### src/rtl/writeback_register_file.sv
`default_nettype none
// ============================================================================
// Module   : writeback_register_file
// Brief    : 32x32 register file fed by the MEM/WB writeback stage, with a
//            commit counter. Optional same-cycle write-to-read bypass when
//            REGFILE_WRITE_BYPASS_EN is defined.
// Revision : 1.0
// ============================================================================
module writeback_register_file #(
  parameter logic [31:0] RESET_VALUE = 32'h00000000
) (
  input  logic        clock,
  input  logic        reset,
  input  logic        wb_reg_write,
  input  logic        wb_mem_to_reg,
  input  logic [31:0] wb_data_memory,
  input  logic [31:0] wb_alu_result,
  input  logic [4:0]  wb_rt_rd,
  input  logic [4:0]  id_rs,
  input  logic [4:0]  id_rt,
  output logic [31:0] id_rs_data,
  output logic [31:0] id_rt_data,
  output logic [31:0] wb_write_data,
  output logic [31:0] wb_write_count
);

  // Register 0 is hardwired to zero, so only 1..31 are stored.
  logic [31:0] r_regs [1:31];
  logic [31:0] r_write_count;
  logic        w_commit;
  logic [31:0] w_rs_data;
  logic [31:0] w_rt_data;

  assign wb_write_data = wb_mem_to_reg ? wb_data_memory : wb_alu_result;
  assign w_commit      = wb_reg_write && (wb_rt_rd != 5'd0);

  always_ff @(posedge clock or negedge reset) begin
    if (!reset) begin
      for (int i = 1; i < 32; i++) begin
        r_regs[i] <= RESET_VALUE;
      end
      r_write_count <= 32'd0;
    end else if (w_commit) begin
      r_regs[wb_rt_rd] <= wb_write_data;
      r_write_count    <= r_write_count + 32'd1;
    end
  end

  always_comb begin
    w_rs_data = 32'd0;
    w_rt_data = 32'd0;
    if (id_rs != 5'd0) begin
      w_rs_data = r_regs[id_rs];
    end
    if (id_rt != 5'd0) begin
      w_rt_data = r_regs[id_rt];
    end
`ifdef REGFILE_WRITE_BYPASS_EN
    // w_commit already excludes index 0; reset gates bypass off during reset.
    if (w_commit && reset && (id_rs == wb_rt_rd)) begin
      w_rs_data = wb_write_data;
    end
    if (w_commit && reset && (id_rt == wb_rt_rd)) begin
      w_rt_data = wb_write_data;
    end
`else
`endif
  end

  assign id_rs_data     = w_rs_data;
  assign id_rt_data     = w_rt_data;
  assign wb_write_count = r_write_count;

endmodule
`default_nettype wire
### config.mk
export PLATFORM = sky130hd
export DESIGN_NAME = writeback_register_file
export DESIGN_NICKNAME = d
export VERILOG_FILES = /design/src/rtl/writeback_register_file.sv
export SDC_FILE = /design/constraint.sdc
export NUM_CORES = 2
export LEC_CHECK = 0
export CORE_MARGIN = 3
export CORE_UTILIZATION = 36
export CTS_BUF_LIST = sky130_fd_sc_hd__clkbuf_4 sky130_fd_sc_hd__clkbuf_8
export DETAILED_ROUTE_END_ITERATION = 10
export DONT_BUFFER_PORTS = 1
export HOLD_SLACK_MARGIN = 0.08
export PLACE_DENSITY = 0.6
export SLEW_MARGIN = 25
export SYNTH_ARGS = -nofsm -noshare
export SYNTH_HDL_FRONTEND = slang
export SYNTH_SLANG_ARGS = --single-unit
### constraint.sdc
create_clock -name clock -period 3 [get_ports clock]
set_input_delay 0.75 -clock clock [delete_from_list [all_inputs] [get_ports clock]]
set_output_delay 0.75 -clock clock [all_outputs]
set_load 0.05 [all_outputs]
Word level (Yosys, flattened, before mapping)
Cells that the tools add are included.

RAM bits: 0. Memory bits (read-only): 0. Latch bits: 0. Bits in registers: 1024. Output and inout port bits: 128. Bits of input ports: 83. Memories: 0.

Equal/unequal tests: 0. Div/mod/pow operators: 0. Reduce and logical (&&, ||, !) cells: 5. Bitwise operators: 3. Magnitude comparators: 4. Shift-type cells: 0. Add/sub/neg operators: 1. Multipliers: 0. Multiplexer cells: 12.

Operator list (number): 992-bit bitwise mux (1); 32-bit binary-select mux with 5-bit select (2); 32-bit 2-to-1 mux (8); 32-bit demux with 5-bit select (1); 32-bit by 1-bit adder with 32-bit output (second input constant) (1); 6-bit >= comparator (second input constant) (3); 5-bit NOT with 6-bit output (3); 5-bit nonzero test (3); 6-bit by 1-bit < comparator with 1-bit output (second input constant) (1); 1-bit logical AND (2).

Logic depth before layout (Yosys ltp)
Word-level depth: 6. Gate-level depth with buffers: 9. Mapped depth without buffers: 5.

Worst setup path after synthesis
Ideal clock, no wire load.

Path type: input to output. Start point: in id_rs[0]. End point: out id_rs_data[30]. Stages: 8. Slack: -775 ps. Data arrival time: 3025 ps. Path buffers: 5. Required time: 2250 ps. Path through: buf_4 buf_6 buf_6 buf_6 buf_2 mux2i_1 a211oi_1 o31ai_1.

Cells in the longest elaborated chain, start to end: 5. Elaborated cells on any way between the ends: 6. Classes of those cells: 4 x mux; 1 x bitwise; 1 x reduce/logical.

Ends and longest elaborated chain: start: declaration (line 19) `input logic [4:0] id_rs,`; 5-bit NOT with 6-bit output (implied by the code) (line 53) `w_rs_data = r_regs[id_rs];`; 32-bit binary-select mux with 5-bit select (line 53); 32-bit 2-to-1 mux (implied by the code) (2 in series) (line 53); 32-bit 2-to-1 mux (*) (line 52) `if (id_rs != 5'd0) begin`; end: declaration (line 21) `output logic [31:0] id_rs_data,`.

Every way passes the cells marked *; elsewhere a longest branch is shown, timed or not. The select of a mux whose other input is x is not followed.

Worst setup path in the final report
Start point: in id_rs[1]. End point: out id_rs_data[30].

Same word-level chain as after synthesis.

==> reports/results.ini <==
[status]
status=finished with violations
violations=setup timing

[setup_path]
crit_chain=nor2b_4, buf_4, a22o_1, o21ai_1, buf_4, o31ai_4, buf_12
cp_common_cell=buf_4
critPathCaptureType=output pin
cp_top_family=simple AND/OR/NAND/NOR gates
worst_path_max_delay_cell=nor2b_4
cp.depth=7
path_max_fanout=72
cp.required_ns=2.25
arrival_ns=2.76
cp_num_buf_inv=3
worstSetupPathType=in2out
startpoint_type=input port
cp_slowest_stage_delay_ns=0.91
ff2ff_path_depth=5

[power_and_ir_drop]
p_comb_share_pct=24.6
p_sw_mw=13.7
p_int_mw=30.4
peakVddDrop_mv=0.405
pwr-share-clk_pct=32.1
swShare_pct=31.1
power_density_nw_per_um2=704
p_leak_nw=26.3
pwr-share-seq_pct=43.3

[timing]
fmax_ghz=0.285
worst-slew-pin-transition_ns=1.10
fin_setup_tns_ns=-19.78
skew_ns=0.0241
period_minus_slack_ns=3.51
rsz0062_at_grt=true
finalCritPeriodShare_pct=117
setup_slack_ns=-0.511
finalMaxSlewViolations=0
setup_violations=64
relSlewSlack_pct=26.8
hold_viol=0

[routing]
wl_per_cell_um=26.0
final_antenna_net_count=0
drt_first_pass_iters=5
drt_iter0_drc=3673
dr_total_vias=40100
vias_per_cell=5.83
drc=0
wl_um=179000

[synth]
yosys_most_used_dff=dfrtp_1
async_flop_share_pct=100
synth_area_leaders=dfrtp_1 48%, mux4_2 16%, a21oi_1 4.8%, o21ai_0 4.3%, mux2i_1 4.3%
syn_inst=4899
ys_ff_latch=1024
seq_area_frac_synth_pct=48.2
synthesis.nets=4983
synth_cell_types=44
synth_top_area_cell=dfrtp_1
syn_avg_cell_area_sq_um=10.8
yosys_warnings=0
syn_area_sq_um=53100
synth_edf_count=0
synth_top_area_share_pct=48.2

[global_route]
use_met2_pct=37.1
gr-usage-met1_pct=31.7
grt_use_met3_pct=5.22
grt_max_degree=290
grt_usage_pct=23.3
antenna_found_initial=4
grt_busiest_layer=met2
grt_overflow=0
first_global_vias=40100
grt_pass1_wl_um=266000

[die]
die_w_um=390
design.core.area_sq_um=146000
rows=140
start_util_pct=36.4
io_pins=211
dieArea_sq_um=152000
die_height_um=390

[cells_and_area]
area_growth_pct=18.1
final_nets=4903
fin_cells=6877
drive_gt1_share_pct=25.0
n_fill_cell=13700
final_common_cell=dfrtp_1
layout_common_cells=1,024 x dfrtp_1, 519 x nor2_1, 512 x a21oi_1

[place]
dp.cells=6541
hpwl_um=100000
pre_cts_slack_ns=-0.444
portBuffers=0
place_congestion=0.794

[clocking]
cts_sinks=1024
htreeDepth=4
cts_tree=done
clockBufferDepth=3
root_buffer=clkbuf_8
cts_buffers=179
insertion_delay_ns=0.86
path_clk_slew_ns=0.05

[flow_run]
maxCapViolations=0

[worst_hold_path]
whs_path_depth=2
hold_path_class=in2reg

sequential cells by signal, indices dropped and copies added (netlist names):
signal          cells
r_regs            992
wb_write_count     32
cell usage after synthesis, types with 2 or more instances:
cell / n
a211oi_1: 64
a21oi_1: 512
a22o_1: 191
and2_1: 67
and3_1: 7
and4_1: 3
buf_1: 16
buf_2: 90
buf_4: 33
buf_6: 22
clkbuf_1: 348
dfrtp_1: 1024
inv_1: 35
mux2_2: 64
mux2i_1: 226
mux4_2: 384
nand2_1: 507
nand2b_1: 4
nand3_1: 9
nand3b_1: 5
nand4_1: 8
nor2_1: 533
nor2_4: 4
nor2b_1: 6
nor3_1: 17
nor3b_1: 3
nor4_1: 2
o2111ai_1: 2
o21ai_0: 458
o21ai_1: 86
o22ai_1: 64
o31ai_1: 64
xnor2_1: 6
xor2_1: 25
layer usage:
| layer | vias to the layer above | share of wire (%) | wire (um) |
|---|---|---|---|
| met2 | 1656 | 47 | 83500 |
| li1 | 17600 | - | - |
| met3 | 328 | 8.2 | 14700 |
| met5 | - | 0.0073 | 13 |
| met4 | 2 | 3.1 | 5600 |
| met1 | 20500 | 42 | 75200 |
final timing paths:
path	slack (ns)	end	start
worst max-delay path	-0.51	id_rs_data[30]	id_rs[1]
worst min-delay path	0.17	wb_write_count[7]	wb_reg_write
worst max register to register	0.88	wb_write_count[30]	wb_write_count[0]
worst min register to register	0.50	r_regs[744]	r_regs[744]
max in group asynchronous	0.31	r_regs[616]	reset
min in group asynchronous	0.39	wb_write_count[10]	reset
layout make-up:
cell class                      count  area (sq um)  share of cell area [%]
Antenna cell                        1          2.50                 0.00399
Clock inverter                     38           427                   0.680
Inverter                           35           131                   0.209
Multi-Input combinational cell   3331         27100                    43.1
Clock buffer                      283          3540                    5.64
Sequential cell                  1024         25600                    40.8
Tap cell                         1917          2400                    3.82
Timing Repair Buffer              248          3550                    5.67
cell families after synthesis:
logic type	Yosys count	share of synthesized area, %
muxes	674	21.9
and+or+nand+nor	1182	9.05
buffers and inverters	544	4.60
DFF	1024	48.2
xor gates and xnor gates	31	0.511
AOI/OAI and AO/OA	1443	15.7
adders and majority gates	1	0.0235
stage by stage:
step	hold slack [ns]	util (%)	total power [mW]	instance area (sq um)
after floorplan	0.454	-	26.8	54500
after global placement	0.466	39.8	29.5	58200
after detailed placement	0.466	40.0	30.0	58400
after CTS	0.0973	42.8	44.3	62600
after global routing	0.148	42.9	46.4	62700
final	0.175	42.9	44.2	62700
power by group through the flow:
stage          sequential [mW]  combinational, mW  clock [mW]
2_1_floorplan             18.7               8.12           0
3_3_place_gp              19.0               10.5           0
3_5_place_dp              19.3               10.7           0
4_1_cts                   19.0               10.8        14.5
5_1_grt                   19.5               11.8        15.1
6_report                  19.1               10.9        14.2
timing repair:
item / CTS / global route
hold buffers: 4 / 0
pin swaps: 118 / 55
gates resized for setup: 42 / 5
endpoints found under the setup margin: 64 / 159
buffers inserted: 11 / 12
hold endpoints to repair: 141 / 0
cloned: 0 / 1
Power figures use the tool's default switching activity.
